===== src/rtl/inst_loader_pkg.sv =====
// Shared definitions for the instruction loader: FSM encoding, session limits
// and word/byte geometry.
package inst_loader_pkg;

    typedef enum logic [1:0] {
        ST_IDLE   = 2'd0,
        ST_LOAD   = 2'd1,
        ST_WRITE  = 2'd2,
        ST_FINISH = 2'd3
    } state_t;

    localparam int MAX_WORDS_DEFAULT = 64;
    localparam int WORD_STEP         = 4;
    localparam int BYTE_IDX_W        = 2;
    localparam int CNT_W             = 7;

endpackage


===== src/rtl/inst_loader_byte_packer.sv =====
// Assembles four little-endian bytes into a 32-bit word; word_full is the
// word as it will look once the current byte is shifted in.
module byte_packer
    import inst_loader_pkg::*;
(
    input  logic        CLK,
    input  logic        RST,
    input  logic        clr,
    input  logic        shift_en,
    input  logic [7:0]  in_byte,
    output logic [31:0] word_full,
    output logic        word_done
);

    logic [BYTE_IDX_W-1:0] idx_reg;
    logic [23:0]           shift_reg;

    // Bytes enter at the top and move down, so byte 0 ends in bits [7:0].
    assign word_full = {in_byte, shift_reg};
    assign word_done = shift_en && (idx_reg == '1);

    always_ff @(posedge CLK or posedge RST) begin
        if (RST) begin
            idx_reg   <= '0;
            shift_reg <= '0;
        end else if (clr) begin
            idx_reg   <= '0;
            shift_reg <= '0;
        end else if (shift_en) begin
            idx_reg   <= idx_reg + 1'b1;
            shift_reg <= word_full[31:8];
        end
    end

endmodule


===== src/rtl/inst_loader.sv =====
// Streams a program byte-by-byte into instruction memory while holding the
// CPU in reset; reports word count and XOR checksum of the session.
module inst_loader
    import inst_loader_pkg::*;
#(
    parameter int ADDR_W    = 8,
    parameter int MAX_WORDS = MAX_WORDS_DEFAULT
) (
    input  logic              CLK,
    input  logic              RST,
    input  logic              START,
    input  logic [CNT_W-1:0]  LEN,
    input  logic [7:0]        IN_DATA,
    input  logic              IN_VALID,
    output logic              IN_READY,
    output logic [ADDR_W-1:0] MEM_ADDR,
    output logic [31:0]       MEM_DIN,
    output logic              MEM_WE,
    output logic              CPU_HOLD,
    output logic              BUSY,
    output logic              DONE,
    output logic [CNT_W-1:0]  WORD_CNT,
    output logic [31:0]       CHECKSUM
);

    state_t             state_reg, state_next;
    logic [CNT_W-1:0]   target_reg;
    logic [CNT_W-1:0]   word_cnt_reg;
    logic [31:0]        checksum_reg;
    logic [31:0]        mem_din_reg;
    logic [ADDR_W-1:0]  mem_addr_reg;
    logic               start_accept;
    logic               byte_xfer;
    logic               word_done;
    logic [31:0]        word_full;

    assign start_accept = (state_reg == ST_IDLE) && START;
    assign byte_xfer    = IN_VALID && IN_READY;

    byte_packer u_packer (
        .CLK       (CLK),
        .RST       (RST),
        .clr       (start_accept),
        .shift_en  (byte_xfer),
        .in_byte   (IN_DATA),
        .word_full (word_full),
        .word_done (word_done)
    );

    always_ff @(posedge CLK or posedge RST) begin
        if (RST) begin
            state_reg <= ST_IDLE;
        end else begin
            state_reg <= state_next;
        end
    end

    always_comb begin
        state_next = state_reg;
        IN_READY   = 1'b0;
        MEM_WE     = 1'b0;
        BUSY       = 1'b0;
        CPU_HOLD   = 1'b1;
        DONE       = 1'b0;
        case (state_reg)
            ST_IDLE: begin
                CPU_HOLD = 1'b0;
                if (START) begin
                    state_next = (LEN == '0) ? ST_FINISH : ST_LOAD;
                end
            end
            ST_LOAD: begin
                IN_READY = 1'b1;
                BUSY     = 1'b1;
                if (word_done) begin
                    state_next = ST_WRITE;
                end
            end
            ST_WRITE: begin
                MEM_WE = 1'b1;
                BUSY   = 1'b1;
                state_next = (word_cnt_reg + 1'b1 == target_reg) ? ST_FINISH : ST_LOAD;
            end
            ST_FINISH: begin
                DONE       = 1'b1;
                state_next = ST_IDLE;
            end
            default: state_next = ST_IDLE;
        endcase
    end

    always_ff @(posedge CLK or posedge RST) begin
        if (RST) begin
            target_reg   <= '0;
            word_cnt_reg <= '0;
            checksum_reg <= '0;
            mem_din_reg  <= '0;
            mem_addr_reg <= '0;
        end else begin
            if (start_accept) begin
                target_reg   <= (LEN > CNT_W'(MAX_WORDS)) ? CNT_W'(MAX_WORDS) : LEN;
                word_cnt_reg <= '0;
                checksum_reg <= '0;
                mem_addr_reg <= '0;
            end
            // Data and address are captured with the last byte so they hold after the write.
            if (word_done) begin
                mem_din_reg  <= word_full;
                mem_addr_reg <= ADDR_W'(32'(word_cnt_reg) * 32'(WORD_STEP));
            end
            if (state_reg == ST_WRITE) begin
                word_cnt_reg <= word_cnt_reg + 1'b1;
                checksum_reg <= checksum_reg ^ mem_din_reg;
            end
        end
    end

    assign MEM_ADDR = mem_addr_reg;
    assign MEM_DIN  = mem_din_reg;
    assign WORD_CNT = word_cnt_reg;
    assign CHECKSUM = checksum_reg;

endmodule


===== config.mk =====
export PLATFORM = sky130hd
export DESIGN_NAME = inst_loader
export DESIGN_NICKNAME = d
export VERILOG_FILES = /design/src/rtl/inst_loader_pkg.sv /design/src/rtl/inst_loader_byte_packer.sv /design/src/rtl/inst_loader.sv
export SDC_FILE = /design/constraint.sdc
export NUM_CORES = 1
export LEC_CHECK = 0
export BUFFER_PORTS_ARGS = -buffer_cell sky130_fd_sc_hd__buf_4
export CELL_PAD_IN_SITES_DETAIL_PLACEMENT = 2
export CELL_PAD_IN_SITES_GLOBAL_PLACEMENT = 2
export CORE_MARGIN = 2
export CORE_UTILIZATION = 31
export CTS_BUF_LIST = sky130_fd_sc_hd__clkbuf_8
export DETAILED_ROUTE_END_ITERATION = 10
export GPL_ROUTABILITY_DRIVEN = 0
export PLACE_DENSITY_LB_ADDON = 0.1
export SYNTH_ARGS = -nofsm -noshare
export SYNTH_HDL_FRONTEND = slang
export SYNTH_SLANG_ARGS = --single-unit
export TNS_END_PERCENT = 50

===== constraint.sdc =====
create_clock -name CLK -period 3.2 [get_ports CLK]
set_input_delay 0.32 -clock CLK [delete_from_list [all_inputs] [get_ports CLK]]
set_output_delay 0.32 -clock CLK [all_outputs]
set_load 0.05 [all_outputs]

==> impl_metrics.toml, run 1 <==
[run_status]
outcome = "finished clean"

[power]
total_power_uw = 5640
power_frac_comb = 0.467
p_per_area_nw_per_um2 = 920
switching_share = 0.487
power.leakage_uw = 0.00314
ir_drop_mv = 0.507
internal_power_uw = 2890
p_sw_uw = 2750
pwr-share-clk = 0.134
power_frac_seq = 0.400

[timing]
slew_viol_final = 0
hold_viol = 0
grt_setup_unrepaired = "no"
finalClockSkew_ns = 0.0139
setup_slack_ns = 1.09
max-slew-margin-rel = 0.326
worstMarginPinSlew_ns = 1.01
tns_ns = 0
fmax_mhz = 475
fin_crit_ns = 2.11
finalSetupViolations = 0
period_share = 0.658

[cells_and_area]
fill_cells = 1765
register_area_um2 = 2800
final_net_count = 676
drive_gt1_frac = 0.194
num_antenna_cells = 0
final_area_um2 = 6130
syn2layout_area_growth_pct = 22.3
multi_input_area_um2 = 2060
fin_cells = 869

[cts]
post_cts_resized = 0
clk_pin_slew_ns = 0.11
cts_buffers = 9
cts_num_sinks = 112
post_cts_hold_buffer_count = 1
cts_setup_buffers = 0
cts.path.max_buffers = 2
cts_tree = "built"
clock_latency_ns = 0.39
root_buffer = "clkbuf_8"
htreeDepth = 3

[drt]
first_pass_iters = 4
wl_met2_mm = 7.25
wl_met1_mm = 6.51
top_layer = "met4"
wl_per_cell_um = 16.6
routed_via_density = 4.73
routed_wl_mm = 14.4
routed-wl-met3_um = 575
vias = 4107
post-route-drc-count = 0
drt.antenna.violating_nets = 0
drtIter0Drc = 169

[floorplanning]
initial_core_util = 0.317
die_x_um = 131
die-height_um = 131
coreArea_um2 = 15800
die_area_um2 = 17200
ioPinCount = 103
rows = 46

[setup_path]
path_buf_inv = 2
start_kind = "register"
crit_family = "simple AND/OR/NAND/NOR gates"
critical_path_arrival_ns = 2.36
r2r_slack_ns = 1.09
critical_path_required_ns = 3.45
r2r-start = "state_reg[1]$_DFFE_PP0P_"
crit_chain = "inv_1 -> ha_1 -> and3_1 -> buf_4 -> o21ai_0"
cpPeakStageDelay_ns = 0.60
worst_r2r_path_depth = 5
slowest_stage = "and3_1"
worstReg2RegEnd = "MEM_ADDR[6]$_DFFE_PP0P_"
critical_path_class = "reg2reg"
end_kind = "register"
cp_max_fo = 26

[grt]
grt_remaining_overflow = 0
antenna_found_initial = 0
grt_pass1_vias = 4691
grt_use_total = 0.177
grt_max_degree = 48
grt_first_pass_wirelength_mm = 24.7

[yosys]
yosysWarnings = 0
synth_cells = 563
yosysUniqueCellTypes = 33
yosysSeqAreaShare = 0.559
netlist_area_um2 = 5010
syn_area_per_cell_um2 = 8.90
ys_seq_elements = 112

[placement]
post-dp-hpwl_mm = 10.2
dp.cells = 854
io_buffers = 100
pre_cts_slack_ns = 1.06
dpl_cell_area_um2 = 5970

[worst_hold_path]
hold_path_class = "in2reg"
min_from = "IN_DATA[0]"
hold_depth = 3
min_to = "MEM_DIN[24]$_DFFE_PP0P_"

[job]
max-cap-violations = 0
==> per-layer routing <==
| metal | up-vias | track usage |
|---|---|---|
| met5 | - | 0 |
| met4 | 0 | 0.0344 |
| met3 | 4 | 0.0498 |
| met2 | 70 | 0.302 |
| met1 | 2074 | 0.226 |
| li1 | 1959 | - |
==> power groups by stage <==
stage | combinational (uW) | clock, uW | sequential [uW]
after floorplan | 1020 | 0 | 3040
after global placement | 2590 | 0 | 2270
after detailed placement | 2670 | 0 | 2290
after CTS | 2690 | 793 | 2270
after global routing | 2870 | 841 | 2330
final | 2630 | 753 | 2250
==> cells in the mapped netlist <==
cell type / count / share of area
o21ai_1: 1 / 0.0010
a221oi_1: 1 / 0.0017
ha_1: 7 / 0.017
and3_1: 3 / 0.0037
conb_1: 1 / 0.00075
or4b_4: 1 / 0.0027
clkbuf_1: 26 / 0.019
mux2_2: 2 / 0.0045
nand4_1: 1 / 0.0012
dfrtp_1: 112 / 0.56
xor2_1: 29 / 0.051
a31oi_1: 1 / 0.0012
a211oi_1: 1 / 0.0015
o21ai_0: 58 / 0.058
nor2b_1: 10 / 0.012
a21oi_1: 27 / 0.027
nand3_1: 4 / 0.0040
o31ai_2: 1 / 0.0025
nor4_1: 1 / 0.0012
nor3_1: 2 / 0.0020
o21a_1: 2 / 0.0030
xor3_1: 1 / 0.0047
nand2_1: 235 / 0.18
xnor2_1: 7 / 0.012
buf_4: 3 / 0.0045
nand2b_1: 6 / 0.0075
mux2i_1: 2 / 0.0040
nor2_1: 4 / 0.0030
and2_1: 2 / 0.0025
a21boi_0: 1 / 0.0015
buf_1: 5 / 0.0037
o22ai_1: 1 / 0.0012
inv_1: 5 / 0.0037
==> layout by cell type, fill, tap and decap left out, types with 3 or more instances in the layout <==
cell type	Yosys	final
a21oi_1	27	27
and3_1	3	3
buf_4	3	108
clkbuf_8	0	9
dfrtp_1	112	112
ha_1	7	6
inv_1	5	6
nand2_1	235	234
nand2b_1	6	6
nand3_1	4	4
nor2_1	4	4
nor2b_1	10	10
o21ai_0	58	58
xnor2_1	7	7
xor2_1	29	29
==> cell type report <==
cell class | count | share of cell area
multi-input combinational | 413 | 0.336
clock inverter | 5 | 0.00469
inverter | 5 | 0.00367
timing repair buffer | 109 | 0.134
tap | 216 | 0.0441
sequential | 112 | 0.457
clock buffer | 9 | 0.0202
==> tightest hold or removal path, stage by stage <==
cell and delay (ns):
buf_4 0.09, nand2_1 0.04, nand2_1 0.05
==> per-stage QoR <==
step	util	hold slack, ns
4_1_cts	0.387	0.111
6_report	0.387	0.136
5_1_grt	0.387	0.110
3_3_place_gp	0.377	0.382
3_5_place_dp	0.377	0.387
2_1_floorplan	-	0.425
==> logic make-up after synthesis <==
logic type,Yosys count,synth area share
AOI/OAI and AO/OA,94,0.0986
xor gates and xnor gates,37,0.0676
adders and majority gates,7,0.0175
buffers and inverters,39,0.0315
DFF,112,0.559
muxes,4,0.00849
other,1,0.000748
and+or+nand+nor,269,0.216
==> worst max path at each step <==
stage | from | cells after the start | slack, ns | endpoint
final | state_reg[1]$_DFFE_PP0P_ | 5 | 1.09 | MEM_ADDR[6]$_DFFE_PP0P_
after global routing | state_reg[1]$_DFFE_PP0P_ | 7 | 0.84 | MEM_ADDR[4]$_DFFE_PP0P_
after CTS | state_reg[1]$_DFFE_PP0P_ | 5 | 1.04 | MEM_ADDR[6]$_DFFE_PP0P_
after detailed placement | state_reg[1]$_DFFE_PP0P_ | 5 | 1.06 | MEM_ADDR[6]$_DFFE_PP0P_
after global placement | state_reg[1]$_DFFE_PP0P_ | 5 | 1.18 | MEM_ADDR[5]$_DFFE_PP0P_
after floorplan | WORD_CNT[0]$_DFFE_PP0P_ | 5 | 1.04 | state_reg[1]$_DFFE_PP0P_
No activity file was read; power rests on OpenSTA's default activity.
==> inputs of run 2 (changes only) <==
Clock period 3.2 ns to 1.7 ns, I/O delays scaled along.
==> run 2 against run 1 <==
Net effect: the flow now finishes with violations (negative setup slack); critical path depth is the same; final cell count grew 5.1%; clock power grew 100%; combinational power grew 120%; first-iteration DRC count grew 22%; worst hold slack lost 0.11 ns; worst setup slack lost 1.2 ns; sequential cell count is the same; sequential share of layout area shrank 4.1 points; sequential power grew 88%; critical endpoint is now state_reg[1]$_DFFE_PP0P_.
==> impl_metrics.toml, run 2 (same netlist as run 1, synthesis figures left out) <==
[timing]
hold_viol = 0
finalClockSkew_ns = 0.0109
period_share = 1.04
setup_slack_ns = -0.0642
slew_viol_final = 0
fmax_mhz = 567
finalSetupViolations = 2
grt_setup_unrepaired = "yes"
fin_crit_ns = 1.76

[grt]
antenna_found_initial = 0
grt_max_degree = 57
grt_first_pass_wirelength_mm = 26.2
grt_pass1_vias = 4838
grt_remaining_overflow = 0
grt_use_total = 0.190

[drt]
wl_per_cell_um = 17.4
drtIter0Drc = 207
routed_wl_mm = 15.9
drt.antenna.violating_nets = 0
first_pass_iters = 4
routed_via_density = 4.73
post-route-drc-count = 0
vias = 4316

[setup_path]
slowest_stage = "or4b_4"
critical_path_arrival_ns = 2.09
critical_path_class = "reg2reg"
cpPeakStageDelay_ns = 0.50
cp_max_fo = 2
path_buf_inv = 1
crit_chain = "buf_6 -> ha_4 -> a221oi_4 -> or4b_4 -> o31ai_4"
crit_family = "simple AND/OR/NAND/NOR gates"
end_kind = "register"
critical_path_required_ns = 2.03
start_kind = "register"

[cells_and_area]
drive_gt1_frac = 0.257
multi_input_area_um2 = 2170
final_common_cell = "nand2_1"
syn2layout_area_growth_pct = 34.3
final_cell_mix = "nand2_1 (233), buf_4 (125), dfrtp_1 (110)"
final_net_count = 718
fill_cells = 1757
finish.utilization = 0.425
register_area_um2 = 2810
num_antenna_cells = 0
fin_cells = 913

[placement]
post-dp-hpwl_mm = 10.4
dp.cells = 880
io_buffers = 100

[cts]
root_buffer = "clkbuf_8"
cts_num_sinks = 112
cts_tree = "built"
cts.path.max_buffers = 2
cts_buffers = 9
clock_latency_ns = 0.40
htreeDepth = 3
clk_pin_slew_ns = 0.11

[run_status]
outcome = "finished, violations left"
violations = "negative setup slack"

[floorplanning]
die_x_um = 131
initial_core_util = 0.317
die-height_um = 131
rows = 46
coreArea_um2 = 15800
die_area_um2 = 17200
ioPinCount = 103

[worst_hold_path]
hold_path_class = "in2reg"

[power]
ir_drop_mv = 0.899
p_per_area_nw_per_um2 = 1730
power.leakage_uw = 0.00342

[job]
max-cap-violations = 0
[run 2: layer usage]
layer  GRT usage  wire (um)  vias up
met2       0.331       8130       75
met4      0.0598        260        0
met1       0.233       6930     2178
met3      0.0440        549       21
li1            -          -     2042
met5           0          0        -
[run 2: repair_timing]
item                       4_1_cts  5_1_grt
setup buffers                    7        1
hold endpoints to repair        18        0
pin swaps                        5        3
hold buffers                     8        0
gates cloned                     0        1
resized for setup               19       18
setup endpoints to repair       10       45
[run 2: path summary, 6_finish.rpt]
path,from,endpoint,slack [ns],cells after the start
worst min-delay path,IN_DATA[1],u_packer.shift_reg[17]$_DFFE_PP0P_,0.03,3
max in group asynchronous,RST,MEM_DIN[25]$_DFFE_PP0P_,0.82,4
worst max register to register,state_reg[0]$_DFFE_PP0P_,state_reg[1]$_DFFE_PP0P_,-0.06,5
min in group asynchronous,RST,CHECKSUM[0]$_DFFE_PP0P_,0.29,3
worst max-delay path,state_reg[0]$_DFFE_PP0P_,state_reg[1]$_DFFE_PP0P_,-0.06,5
worst min register to register,CHECKSUM[27]$_DFFE_PP0P_,CHECKSUM[27]$_DFFE_PP0P_,0.48,1
[run 2: worst reg2reg max path, delay by kind of cell, from the launching register on]
family / cells / cell delay, ns
flip-flops: 1 / 0.42
buffers and inverters: 1 / 0.13
AO/OA/AOI/OAI: 2 / 0.46
adder cells (fa/ha/maj): 1 / 0.17
AND/OR/NAND/NOR: 1 / 0.50
[run 2: layout make-up]
| cell class | instances | share of cell area |
|---|---|---|
| flip-flops and latches | 112 | 0.417 |
| inverters | 5 | 0.00334 |
| repair buffers | 151 | 0.191 |
| clock buffers | 11 | 0.0225 |
| multi-input cells | 413 | 0.323 |
| clock inverters | 5 | 0.00372 |
| well taps | 216 | 0.0401 |
[run 2: metrics by stage]
step	area (um^2)	hold slack, ns	TNS [ns]	worst slack [ns]	total power, uW
floorplan	5020	0.275	-30.63	-0.461	7640
global placement	6250	0.161	-0.0645	-0.0645	9450
detailed placement	6250	0.164	-0.190	-0.190	9680
CTS	6650	0.0124	-0.0703	-0.0703	11500
global route	6730	0.0325	-0.269	-0.129	12400
finish	6730	0.0298	-0.116	-0.0642	11600
[run 2: power by group]
group | internal, uW | total, uW | leakage, uW | switching [uW]
clock network | 601 | 1540 | 0.000103 | 944
logic | 2060 | 5860 | 0.00179 | 3800
registers | 3440 | 4240 | 0.00153 | 794
total | 6110 | 11600 | 0.00342 | 5540
==> inputs of run 3 (changes only) <==
--- a/config.mk
+++ b/config.mk
@@ -10,3 +10,3 @@
 export CELL_PAD_IN_SITES_GLOBAL_PLACEMENT = 2
-export CORE_MARGIN = 2
+export CORE_MARGIN = 3
 export CORE_UTILIZATION = 31
==> constraint.sdc (replaced) <==
create_clock -name CLK -period 1.7 [get_ports CLK]
set_input_delay 0.34 -clock CLK [delete_from_list [all_inputs] [get_ports CLK]]
set_output_delay 0.34 -clock CLK [all_outputs]
set_load 0.05 [all_outputs]
==> run 3 against run 2 <==
Net effect: the flow still finishes with violations (negative setup slack); clock skew down 0.0030 ns; non-clock buffer count down 12; critical endpoint unchanged; highest routed layer unchanged; largest cell class unchanged; sequential power about the same; combinational power down 3%; critical path depth unchanged.
==> impl_metrics.toml, run 3 (same netlist as run 1, synthesis figures left out) <==
[run_status]
outcome = "finished, violations left"
violations = "negative setup slack"

[setup_path]
r2r-start = "WORD_CNT[0]$_DFFE_PP0P_"
end_kind = "register"
setup.worst_path.start = "WORD_CNT[0]$_DFFE_PP0P_"
critical_path_arrival_ns = 2.08
worstReg2RegEnd = "state_reg[1]$_DFFE_PP0P_"
critical_path_required_ns = 2.01
start_kind = "register"
path_buf_inv = 0
r2r_slack_ns = -0.07
cp_max_fo = 4
crit_chain = "ha_4 -> xnor2_1 -> nand3_1 -> or4b_4 -> o31ai_2"
slowest_stage = "or4b_4"
crit_family = "simple AND/OR/NAND/NOR gates"
cpPeakStageDelay_ns = 0.54
worst_r2r_path_depth = 5
critical_path_class = "reg2reg"

[job]
max-cap-violations = 0

[cells_and_area]
drive_gt1_frac = 0.250
num_antenna_cells = 0
syn2layout_area_growth_pct = 31.7
final_cell_mix = "nand2_1 (234), buf_4 (118), dfrtp_1 (112)"
final_common_cell = "nand2_1"
fin_cells = 895
final_net_count = 706

[timing]
finalSetupViolations = 5
fin_hold_ws_ns = 0.0435
slew_viol_final = 0
fmax_mhz = 564
finalClockSkew_ns = 0.00791
hold_viol = 0
setup_slack_ns = -0.0726
fin_crit_ns = 1.77
period_share = 1.04
grt_setup_unrepaired = "yes"

[floorplanning]
die_area_um2 = 17700
initial_core_util = 0.324
ioPinCount = 103
die_x_um = 133
die-height_um = 133
coreArea_um2 = 15500
rows = 45

[drt]
drt.antenna.violating_nets = 0
routed_via_density = 4.82
vias = 4313
post-route-drc-count = 0
first_pass_iters = 4
drtIter0Drc = 136
wl_per_cell_um = 17.3
routed_wl_mm = 15.5

[grt]
grt_use_total = 0.184
antenna_found_initial = 0
grt_first_pass_wirelength_mm = 26.5
grt_pass1_vias = 4901
grt_remaining_overflow = 0
grt_max_degree = 64

[cts]
cts_buffers = 9
clk_pin_slew_ns = 0.11
cts_num_sinks = 112
cts_tree = "built"
cts.path.max_buffers = 2
clock_latency_ns = 0.39
root_buffer = "clkbuf_8"
htreeDepth = 3

[power]
total_power_uw = 11600
ir_drop_mv = 0.965
p_per_area_nw_per_um2 = 1750
power.leakage_uw = 0.00335

[placement]
post-dp-hpwl_mm = 10.9
dp.cells = 874
io_buffers = 100

[worst_hold_path]
hold_path_class = "in2async"
run 3: cell types whose count changed in the layout (fill, tap and decap cells not counted), sizes merged:
cell         before  now
dlygate4sd3       8    0
clkinvlp          1    3
bufinv            0    1
clkinv            2    0
clkbuf           12   10
inv               7    6
buf             142  139
run 3: area by class of cell:
| type | instances | area [um^2] |
|---|---|---|
| well taps | 211 | 264 |
| clock buffers | 10 | 138 |
| repair buffers | 139 | 1180 |
| clock inverters | 5 | 57.6 |
| flip-flops and latches | 112 | 2800 |
| multi-input cells | 413 | 2130 |
| fillers | 1722 | 8880 |
| inverters | 5 | 22.5 |
run 3: worst register-to-register path, cell delays in order, from the launching register on:
cell     delay, ns
dfrtp_1       0.45
ha_4          0.30
xnor2_1       0.12
nand3_1       0.10
or4b_4        0.54
o31ai_2       0.18
run 3: per-layer routing:
metal / wire [um] / track usage / vias to the layer above
met5: 0 / 0 / -
met4: 191 / 0.0411 / 0
met3: 540 / 0.0438 / 17
met2: 7790 / 0.319 / 79
met1: 6930 / 0.236 / 2191
li1: - / - / 2026
run 3: worst max-delay path by stage:
stage / depth (start not counted) / to / slack, ns
floorplan: 5 / state_reg[1]$_DFFE_PP0P_ / -0.46
global placement: 6 / state_reg[1]$_DFFE_PP0P_ / -0.18
detailed placement: 6 / state_reg[1]$_DFFE_PP0P_ / -0.18
CTS: 4 / DONE / -0.06
global route: 5 / MEM_WE / -0.14
finish: 5 / state_reg[1]$_DFFE_PP0P_ / -0.07
run 3: power breakdown:
part | leakage (uW) | total [uW] | switching [uW] | internal (uW)
Combinational | 0.00173 | 5710 | 3710 | 2000
Sequential | 0.00153 | 4210 | 767 | 3440
Clock | 0.0000962 | 1660 | 943 | 715
run 3: through the flow:
| stage | setup slack [ns] | instance area, um^2 | TNS, ns | util |
|---|---|---|---|---|
| 6_report | -0.0726 | 6600 | -0.192 | 0.426 |
| 5_1_grt | -0.139 | 6600 | -0.973 | 0.426 |
| 4_1_cts | -0.0581 | 6570 | -0.260 | 0.424 |
| 3_5_place_dp | -0.180 | 6240 | -0.241 | 0.403 |
| 3_3_place_gp | -0.182 | 6240 | -0.182 | 0.403 |
| 2_1_floorplan | -0.461 | 5020 | -30.63 | - |
run 3: timing repair:
item,CTS,global route
endpoints found under the setup margin,17,41
setup buffers,5,0
resized for setup,25,16
cloned,0,1
pin swaps,4,2
hold buffers,0,0
